===== config.mk =====
export PLATFORM = sky130hd
export DESIGN_NAME = pipeline_stage_ctrl
export DESIGN_NICKNAME = d
export VERILOG_FILES = /design/src/rtl/pipeline_stage_ctrl.sv
export SDC_FILE = /design/constraint.sdc
export NUM_CORES = 1
export LEC_CHECK = 0
export BUFFER_PORTS_ARGS = -buffer_cell sky130_fd_sc_hd__buf_2
export CORE_MARGIN = 1
export CORE_UTILIZATION = 54
export CTS_CLUSTER_DIAMETER = 50
export DETAILED_ROUTE_END_ITERATION = 16
export GPL_ROUTABILITY_DRIVEN = 1
export PLACE_DENSITY_LB_ADDON = 0.2
export SYNTH_ARGS = -nofsm -noshare
export SYNTH_HDL_FRONTEND = slang
export SYNTH_SLANG_ARGS = --single-unit
export TNS_END_PERCENT = 20

===== constraint.sdc =====
create_clock -name clk -period 4.1 [get_ports clk]
set_input_delay 0.82 -clock clk [delete_from_list [all_inputs] [get_ports clk]]
set_output_delay 0.82 -clock clk [all_outputs]
set_load 0.02 [all_outputs]

===== src/rtl/pipeline_stage_ctrl.sv =====
// Pipeline sequencing controller: per-stage load enables, bubble clears and
// valid tracking with stall/flush arbitration, debug single-step gating and a
// saturating stall-cycle counter.
module pipeline_stage_ctrl #(
  parameter int unsigned STAGES = 5,
  parameter int unsigned CNT_W  = 16
) (
  input  logic              clk,
  input  logic              rst,
  input  logic              debug_en,
  input  logic              debug_step,
  input  logic [STAGES-1:0] stall_req,
  input  logic [STAGES-1:0] flush_req,
  output logic [STAGES-1:0] stage_en,
  output logic [STAGES-1:0] stage_clr,
  output logic [STAGES-1:0] stage_valid,
  output logic [CNT_W-1:0]  stall_cnt
);

  logic [STAGES-1:0] r_valid;
  logic              r_step_q;
  logic [CNT_W-1:0]  r_stall_cnt;

  logic              w_adv;
  logic [STAGES-1:0] w_st;
  logic [STAGES-1:0] w_hold;
  logic [STAGES-1:0] w_squash;
  logic [STAGES-1:0] w_valid_d;

  // Advance gate: free-running, or one cycle per debug_step rising edge.
  always_comb begin
    w_adv = !debug_en || (debug_step && !r_step_q);
  end

  // Stall/flush arbitration, scanned from the oldest stage down. An older
  // flush discards younger stalls; a stall at or above a flush defers it.
  always_comb begin
    logic flush_found;
    logic hold_acc;
    w_st        = '0;
    w_hold      = '0;
    w_squash    = '0;
    flush_found = 1'b0;
    hold_acc    = 1'b0;
    for (int i = STAGES - 1; i >= 0; i--) begin
      w_st[i]   = stall_req[i] && r_valid[i] && !flush_found;
      hold_acc  = hold_acc || w_st[i];
      w_hold[i] = hold_acc;
      if (flush_req[i] && r_valid[i] && !hold_acc && !flush_found) begin
        flush_found = 1'b1;
      end
      // Stages 1..K load bubbles; fetch is never cleared by a flush.
      if (i >= 1) begin
        w_squash[i] = flush_found;
      end
    end
  end

  // Stage enables and bubble clears, forced during reset and idle when not advancing.
  always_comb begin
    stage_en  = '0;
    stage_clr = '0;
    if (rst) begin
      stage_clr = '1;
    end else if (w_adv) begin
      stage_en = ~w_hold;
      for (int i = 1; i < STAGES; i++) begin
        stage_clr[i] = (!w_hold[i] && w_hold[i-1]) || w_squash[i];
      end
    end
  end

  // Next-state valid bits: held stages keep, cleared stages drop, others shift.
  always_comb begin
    w_valid_d = r_valid;
    if (w_adv) begin
      w_valid_d[0] = 1'b1;
      for (int i = 1; i < STAGES; i++) begin
        if (w_hold[i]) begin
          w_valid_d[i] = r_valid[i];
        end else if (stage_clr[i]) begin
          w_valid_d[i] = 1'b0;
        end else begin
          w_valid_d[i] = r_valid[i-1];
        end
      end
    end
  end

  // State registers with synchronous reset.
  always_ff @(posedge clk) begin
    if (rst) begin
      r_valid     <= '0;
      r_step_q    <= 1'b0;
      r_stall_cnt <= '0;
    end else begin
      r_valid  <= w_valid_d;
      r_step_q <= debug_step;
      if (w_adv && (|w_st) && (r_stall_cnt != '1)) begin
        r_stall_cnt <= r_stall_cnt + CNT_W'(1);
      end
    end
  end

  assign stage_valid = r_valid;
  assign stall_cnt   = r_stall_cnt;

endmodule


==> flow_metrics.py <==
metrics = {
    "cts": {
        "ctsLongestPathBuffers": 2,
        "numCtsBuffers": 3,
        "root_buffer": "clkbuf_4",
        "insertion_delay_ns": 0.31,
        "cts_resized": 0,
        "cts_htree_levels": 1,
        "clk_pin_slew_ns": 0.13,
        "cts.sinks": 22,
        "postCtsSetupBuffers": 0,
        "hold_buffers": 0,
        "cts_tree": "yes",
    },
    "final_layout": {
        "layout_commonest_cell": "buf_2",
        "fillers": 228,
        "areaGrowthSynthToFinish_pct": 17.7,
        "layoutNonFillerInstCount": 236,
        "num_antenna_cells": 0,
        "multi_input_area_um2": 898,
        "final_nets": 222,
        "final_cell_mix": "buf_2, dfxtp_1, nor2_1, a21oi_1",
        "drive_gt1_share_pct": 27.7,
        "register_area_um2": 440,
    },
    "place": {
        "hpwl_um": 2330,
        "place_inst": 232,
        "portBuffers": 43,
        "place_ws_ns": 0.925,
        "gp_congestion": 0.802,
    },
    "worst_setup_path": {
        "worst_r2r_endpoint": "stall_cnt[10]$_SDFFE_PP0P_",
        "critical_path_arrival_ns": 2.34,
        "path_class": "primary input to output pin",
        "r2r_start": "stall_cnt[0]$_SDFFE_PP0P_",
        "startpoint": "stall_req[4]",
        "cp_max_fo": 7,
        "r2r_cells": 7,
        "critPathCaptureType": "output pin",
        "path_cells": "buf_2 -> nand2_1 -> o21ai_1 -> a2111oi_2 -> a21boi_1 -> o21a_1 -> buf_2",
        "cpMaxStageDelayCell": "a2111oi_2",
        "slowest_delay_ns": 0.33,
        "worstPathRequired_ns": 3.28,
        "cpMostUsedCell": "buf_2",
        "endpoint": "stage_en[0]",
        "crit_path_start_kind": "primary input",
        "reg2reg_slack_ns": 1.86,
    },
    "die": {
        "die_h_um": 52.9,
        "core_um2": 2450,
        "dieArea_um2": 2790,
        "die_w_um": 52.9,
        "initial_core_util_pct": 56.9,
        "ios": 45,
        "row_count": 18,
    },
    "global_route": {
        "track_usage_pct": 24.5,
        "grt_overflow": 0,
        "antenna_found_initial": 0,
        "grt_pass1_vias": 1200,
        "grt_max_degree": 34,
        "grt_pass1_wl_um": 5110,
    },
    "detailed_routing": {
        "ant_nets": 0,
        "vias_per_cell": 6.12,
        "wl_per_cell_um": 13.6,
        "vias": 1444,
        "dr.pass1.iters": 4,
        "wirelength_um": 3200,
        "drc": 0,
        "drt_iter0_markers": 16,
    },
    "sta": {
        "tns_ns": 0,
        "worstMarginPinSlew_ns": 0.967,
        "layout_setup_ws_ns": 0.943,
        "slew_viol_final": 0,
        "period_share_pct": 77.0,
        "rsz0062_at_grt": "false",
        "hold_violations": 0,
        "relSlewSlack_pct": 35.4,
        "skew_ns": 0.00141,
        "setup_violations": 0,
        "fmax_mhz": 317,
        "period_minus_slack_ns": 3.16,
    },
    "logic_synthesis": {
        "synth_nets": 182,
        "syn_inst": 167,
        "syn_area_um2": 1400,
        "yosysTopAreaCellShare_pct": 31.5,
        "synth_area_leaders": "dfxtp_1, o31ai_1, a21oi_1",
        "syn_avg_cell_area_um2": 8.36,
        "synthFlopType": "dfxtp_1",
        "seq_area_frac_synth_pct": 31.5,
        "synthDistinctLibCells": 44,
        "yosysTopAreaCell": "dfxtp_1",
        "yosysWarnings": 0,
        "synth-seq-cells": 22,
        "synth_edf_count": 0,
        "async_flop_share_pct": 0,
    },
    "pwr": {
        "ir_drop_uv": 197,
        "power.density_nw_per_um2": 267,
        "p_total_mw": 0.439,
        "p_leak_nw": 0.684,
    },
    "run": {
        "maxCapViolCount": 0,
    },
    "min_path": {
        "holdCritPathClass": "flip-flop to flip-flop",
    },
    "run_status": {
        "outcome": "finished, final reports clean",
    },
}
-- critical path: cells and delay by family --
kind                   cells  cell delay (ns)
AOI/OAI and AO/OA          4             1.00
buffers and inverters      2             0.26
and+or+nand+nor            1             0.25
-- power by group --
group / switching [mW] / internal (mW)
clock: 0.0694 / 0.0542
sequential: 0.00607 / 0.219
combinational: 0.0586 / 0.0321
total: 0.134 / 0.305
-- state kept, by name, summed over array words and instances (netlist names) --
name         flops
stall_cnt       16
stage_valid      5
r_step_q         1
-- through the flow --
step           hold WS [ns]  util [%]  instance area [um^2]
6_report              0.507      66.9                  1640
5_1_grt               0.536      66.9                  1640
4_1_cts               0.514      66.9                  1640
3_5_place_dp          0.496      65.4                  1610
3_3_place_gp          0.475      65.4                  1610
2_1_floorplan         0.559         -                  1400
-- Yosys cell counts (3+ instances only) --
cell type	count
dfxtp_1	22
a21oi_1	15
nor2_1	15
nand2_1	11
o31ai_1	11
or4_1	9
nand3_1	8
o21ai_1	6
nand4_1	5
nor2b_1	5
a211oi_1	4
buf_2	4
a21o_1	3
and4_1	3
mux2_1	3
o21ai_4	3
or3_1	3
-- routing by layer --
layer  track usage [%]  wire length, um  up-vias
met2              45.4             1660       38
met4              10.5               40        0
met1              27.8             1390      678
met5                 0                0        -
li1                  -                -      722
met3              2.87              105        6
-- layout make-up --
cell class | count | share of cell area, %
sequential | 22 | 26.8
multi-input combinational | 134 | 54.7
clock buffer | 4 | 2.21
timing repair buffer | 44 | 13.6
tap | 30 | 2.28
inverter | 2 | 0.457
-- worst min-delay path by stage --
stage	startpoint	end	slack (ns)	cells after the start
final	stall_cnt[14]$_SDFFE_PP0P_	stall_cnt[14]$_SDFFE_PP0P_	0.51	2
after global routing	stall_cnt[14]$_SDFFE_PP0P_	stall_cnt[14]$_SDFFE_PP0P_	0.54	2
after floorplan	stall_cnt[14]$_SDFFE_PP0P_	stall_cnt[14]$_SDFFE_PP0P_	0.56	2
after global placement	stall_cnt[10]$_SDFFE_PP0P_	stall_cnt[10]$_SDFFE_PP0P_	0.47	2
after CTS	stall_cnt[14]$_SDFFE_PP0P_	stall_cnt[14]$_SDFFE_PP0P_	0.51	2
after detailed placement	stall_cnt[14]$_SDFFE_PP0P_	stall_cnt[14]$_SDFFE_PP0P_	0.50	2
-- cell families after synthesis --
family / Yosys count / share of synthesized area, %
AO/OA/AOI/OAI: 54 / 29.0
adder cells (fa/ha/maj): 1 / 0.896
buffers and inverters: 11 / 4.12
flip-flops: 22 / 31.5
multiplexers: 4 / 3.14
AND/OR/NAND/NOR: 75 / 31.3
(Power assumes the default switching activity.)
